## config.mk

```make
export PLATFORM = sky130hd
export DESIGN_NAME = ifetch_queue
export DESIGN_NICKNAME = d
export VERILOG_FILES = /design/src/rtl/ifetch_queue.sv
export SDC_FILE = /design/constraint.sdc
export NUM_CORES = 1
export LEC_CHECK = 0
export BUFFER_PORTS_ARGS = -buffer_cell sky130_fd_sc_hd__buf_2
export CORE_MARGIN = 2
export CORE_UTILIZATION = 60
export CTS_BUF_LIST = sky130_fd_sc_hd__clkbuf_8
export DETAILED_ROUTE_END_ITERATION = 7
export PLACE_DENSITY = 0.78
export SLEW_MARGIN = 20
export SYNTH_ARGS = -nofsm -noshare
export SYNTH_HDL_FRONTEND = slang
export SYNTH_SLANG_ARGS = --single-unit
```

## constraint.sdc

```tcl
create_clock -name clk -period 2.9 [get_ports clk]
set_input_delay 0.145 -clock clk [delete_from_list [all_inputs] [get_ports clk]]
set_output_delay 0.145 -clock clk [all_outputs]
set_load 0.02 [all_outputs]
```

## src/rtl/ifetch_queue.sv

```systemverilog
// Sequential instruction prefetch with a DEPTH-entry word/pc queue feeding execute.
// Optional IFQ_STOP_ON_BRANCH_EN: stall fetch after a control-flow word until brdone/redirect.
module ifetch_queue #(
  parameter int DEPTH = 4,
  parameter int AW    = 16
) (
  input  logic          clk,
  input  logic          reset,
  output logic          imem_req,
  output logic [AW-1:0] imem_addr,
  input  logic [15:0]   imem_data,
  output logic [15:0]   ir,
  output logic [AW-1:0] ir_pc,
  output logic          ir_valid,
  input  logic          ir_ready,
  input  logic          redirect,
  input  logic [AW-1:0] redirect_pc,
  input  logic          halt,
  input  logic          brdone
);
  localparam int PW = $clog2(DEPTH);
  localparam int CW = PW + 1;

  logic [15:0]   qdata [DEPTH];
  logic [AW-1:0] qpc   [DEPTH];
  logic [PW-1:0] head, tail;
  logic [CW-1:0] count;
  logic [AW-1:0] fpc, inflight_addr;
  logic          inflight, squash;
  logic          pop, push, room, stop_req;
  logic [CW:0]   occ;

  assign ir_valid = (count != '0);
  assign pop      = ir_valid && ir_ready;
  // A response landing in the redirect cycle belongs to the old stream.
  assign push     = inflight && !squash && !redirect;

  // Words owed to the queue after this cycle's pop; a request must still fit.
  assign occ  = {1'b0, count} + (CW+1)'(inflight) - (CW+1)'(pop);
  assign room = occ < (CW+1)'(DEPTH);

`ifdef IFQ_STOP_ON_BRANCH_EN
  logic stop;

  function automatic logic is_ctrl(input logic [15:0] w);
    case (w[15:11])
      5'b10000, 5'b10010, 5'b10110, 5'b10111, 5'b10011: is_ctrl = 1'b1;
      default:                                          is_ctrl = 1'b0;
    endcase
  endfunction

  // Block the request in the very cycle a control word returns, so nothing past it is fetched.
  assign stop_req = stop || (push && is_ctrl(imem_data));

  always_ff @(posedge clk) begin
    if (reset || redirect)                stop <= 1'b0;
    else if (push && is_ctrl(imem_data))  stop <= 1'b1;
    else if (brdone)                      stop <= 1'b0;
  end
`else
  logic unused_brdone;
  assign unused_brdone = brdone;
  assign stop_req      = 1'b0;
`endif

  assign imem_req  = !reset && !halt && !redirect && room && !stop_req;
  assign imem_addr = fpc;
  assign ir        = ir_valid ? qdata[head] : '0;
  assign ir_pc     = ir_valid ? qpc[head]   : '0;

  always_ff @(posedge clk) begin
    if (reset) begin
      fpc           <= '0;
      head          <= '0;
      tail          <= '0;
      count         <= '0;
      inflight      <= 1'b0;
      inflight_addr <= '0;
      squash        <= 1'b0;
    end else begin
      inflight      <= imem_req;
      inflight_addr <= fpc;
      squash        <= redirect;
      if (redirect) begin
        fpc   <= redirect_pc;
        head  <= '0;
        tail  <= '0;
        count <= '0;
      end else begin
        if (imem_req) fpc  <= fpc + 1'b1;
        if (push)     tail <= tail + 1'b1;
        if (pop)      head <= head + 1'b1;
        count <= count + CW'(push) - CW'(pop);
      end
    end
  end

  always_ff @(posedge clk) begin
    if (push) begin
      qdata[tail] <= imem_data;
      qpc[tail]   <= inflight_addr;
    end
  end
endmodule
```

==> results_dict.tcl <==
set metrics [dict create \
    critPathLaunch "count[2]" \
    first_pass_iters 4 \
    fin_tns_setup_ns 0 \
    whs_ns 0.0329 \
    crit_arrival_ns 2.59 \
    crit_chain "or3_1 -> nand2_2 -> or2_2 -> ha_1 -> or2_1 -> a311o_2 -> and2_1 -> nor3_1 -> buf_2" \
    clkTransAtPathRegs_ns 0.09 \
    cp_slowest_stage_delay_ns 0.37 \
    drc 0 \
    hpwl_um 7460 \
    cts_sinks 171 \
    vias 3819 \
    period_share_pct 94.4 \
    clk_latency_ns 0.44 \
    die_area_um2 12300 \
    seqPwrFrac_pct 58.6 \
    crit_fanout 4 \
    yosysTopAreaCell "edfxtp_1" \
    start_util_pct 62.2 \
    multi_input_area_um2 1980 \
    async_reset_ff_share_pct 0 \
    diodes 0 \
    cp.depth 9 \
    crit_required_ns 2.76 \
    synth_seq_cells 171 \
    seq_area_frac_synth_pct 68.8 \
    critPathBufInv 1 \
    hold_class "primary input to flop" \
    die_w_um 111 \
    syn_inst 416 \
    wl_per_cell_um 17.8 \
    final_max_slew_viol_count 0 \
    grt.busiest_layer "met2" \
    rows 38 \
    ys_types 42 \
    totalWireLength_um 12400 \
    drtIter0Drc 212 \
    irDropWorstVdd_mv 0.247 \
    reg2reg_from "count[0]" \
    gr-usage-met1_pct 26.8 \
    grt_remaining_overflow 0 \
    finalSetupViolCount 0 \
    yosys_warnings 0 \
    worst_path_max_delay_cell "dfxtp_2" \
    synthFlopType "edfxtp_1" \
    min_path_cells 4 \
    port_buffers 86 \
    synth_edf_count 128 \
    grt_max_degree 35 \
    syn-num-nets 463 \
    final_layout_size_suffix_gt1_share_pct 33.2 \
    power.density_nw_per_um2 564 \
    fmax_ghz 0.365 \
    p_int_w 0.00360 \
    ant_nets 0 \
    grt_pass1_vias 3955 \
    regArea_um2 4710 \
    antenna_found_initial 0 \
    postLayoutCellArea_um2 8160 \
    crit_family "simple AND/OR/NAND/NOR gates" \
    routed_via_density 5.49 \
    hold_viol 0 \
    worst_slew_pin_slew_ns 0.647 \
    ys_top_cells_by_area "edfxtp_1 56%, dfxtp_1 13%, mux4_2 11%" \
    cts-root-buf "clkbuf_8" \
    syn_to_final_growth_pct 19.3 \
    pwr-share-comb_pct 5.8 \
    grt_pass1_wl_um 19700 \
    critical_path_class "flop to output port" \
    period_needed_ns 2.74 \
    critPathCaptureType "output port" \
    tritoncts "yes" \
    syn_area_um2 6840 \
    start_kind "flop" \
    yosysMostFrequentCell "edfxtp_1" \
    swShare_pct 21.8 \
    clockBufferDepth 2 \
    routabilityCongestion 0.841 \
    slew_headroom_pct 56.8 \
    core-area_um2 11000 \
    synthTopCellsByCount "128 x edfxtp_1, 43 x dfxtp_1, 41 x and2_1" \
    p_leak_nw 3.00 \
    reg2reg_to "imem_addr[5]" \
    grt.total_usage_pct 20.7 \
    skew_ns 0.0113 \
    ios 88 \
    p_sw_w 0.00101 \
    ff2ff_path_depth 11 \
    final_nets 589 \
    grt_util_met3_pct 3.94 \
    fp.dieH_um 111 \
    critical_path.endpoint "imem_req" \
    maxCapViolations 0 \
    nFillCells 680 \
    synth.top_cell.area_share_pct 56.2 \
    r2r_setup_slack_ns 0.28 \
    dpl_cell_area_um2 7430 \
    cts_inserted_buffers 17 \
    grt_use_met2_pct 34.7 \
    synth_area_per_cell_um2 16.4 \
    status "finished clean" \
    htree_levels 4 \
    rsz0062_at_grt "false" \
    p_clk_share_pct 35.6 \
]
-- worst min path at each step --
stage | startpoint | end | slack, ns
6_report | redirect_pc[7] | imem_addr[7] | 0.03
5_1_grt | redirect_pc[2] | imem_addr[2] | 0.02
4_1_cts | redirect_pc[2] | imem_addr[2] | 0.0003
3_5_place_dp | redirect_pc[10] | imem_addr[10] | 0.35
3_3_place_gp | redirect_pc[0] | imem_addr[0] | 0.34
2_1_floorplan | halt | inflight | 0.22
-- layout by cell type (no fill, tap or decap), drive strengths merged, types with 10 or more instances in the layout --
cell / instances
xnor2: 11
a211oi: 10
nand2: 15
nor2b: 17
mux4: 32
nor2: 10
clkbuf: 19
dfxtp: 43
edfxtp: 128
dlygate4sd3: 30
and2: 41
buf: 99
inv: 17
a21oi: 11
-- layer usage --
layer,routed length [um],share of wire [%]
met2,6240,50
met1,5430,44
met4,236,1.9
met3,471,3.8
met5,0,0
-- power by group through the flow --
stage	logic (W)	registers (W)	clock network, W
after floorplan	0.000128	0.00276	0
after global placement	0.000227	0.00275	0
after detailed placement	0.000233	0.00275	0
after CTS	0.000266	0.00270	0.00168
after global routing	0.000292	0.00270	0.00177
final	0.000268	0.00270	0.00164
-- kinds of logic after synthesis --
family,Yosys count,share of synthesized area [%]
compound gates,43,5.25
xor+xnor,20,2.56
fa+ha+maj,9,1.76
buf+inv,37,2.27
flops,171,68.8
mux,32,10.5
simple gates,104,8.80
-- area by class of cell --
type / instances / share of cell area, %
Clock buffer: 19 / 3.21
Clock inverter: 13 / 1.75
Inverter: 15 / 0.690
Multi-Input combinational cell: 208 / 24.3
Sequential cell: 171 / 57.7
Tap cell: 140 / 2.15
Timing Repair Buffer: 129 / 10.2
-- registers in the layout (all words and copies together), names as in the netlist, named ones only --
register       count
tail               2
qpc               64
head               2
inflight_addr     16
count              3
squash             1
qdata             64
imem_addr         16
inflight           1
-- stage by stage --
step	instances	util (%)	setup slack, ns	total power [W]
after floorplan	416	-	0.295	0.00289
after global placement	631	67.6	0.364	0.00298
after detailed placement	631	67.6	0.284	0.00298
after CTS	694	74.1	0.0257	0.00464
after global routing	695	74.3	0.0314	0.00476
final	695	74.3	0.161	0.00460
-- tightest hold or removal path: cells and delay by family --
kind / cells / cell delay [ns]
buf+inv: 2 / 0.14
compound gates: 2 / 0.15
-- what timing repair did --
action / in CTS / in global routing
cloned: 0 / 0
hold buffers: 30 / 0
endpoints found under the hold margin: 78 / 0
setup endpoints to repair: 1 / 1
gates resized for setup: 1 / 3
pin swaps: 1 / 0
buffers inserted: 1 / 1
Power figures use the tool's default switching activity.
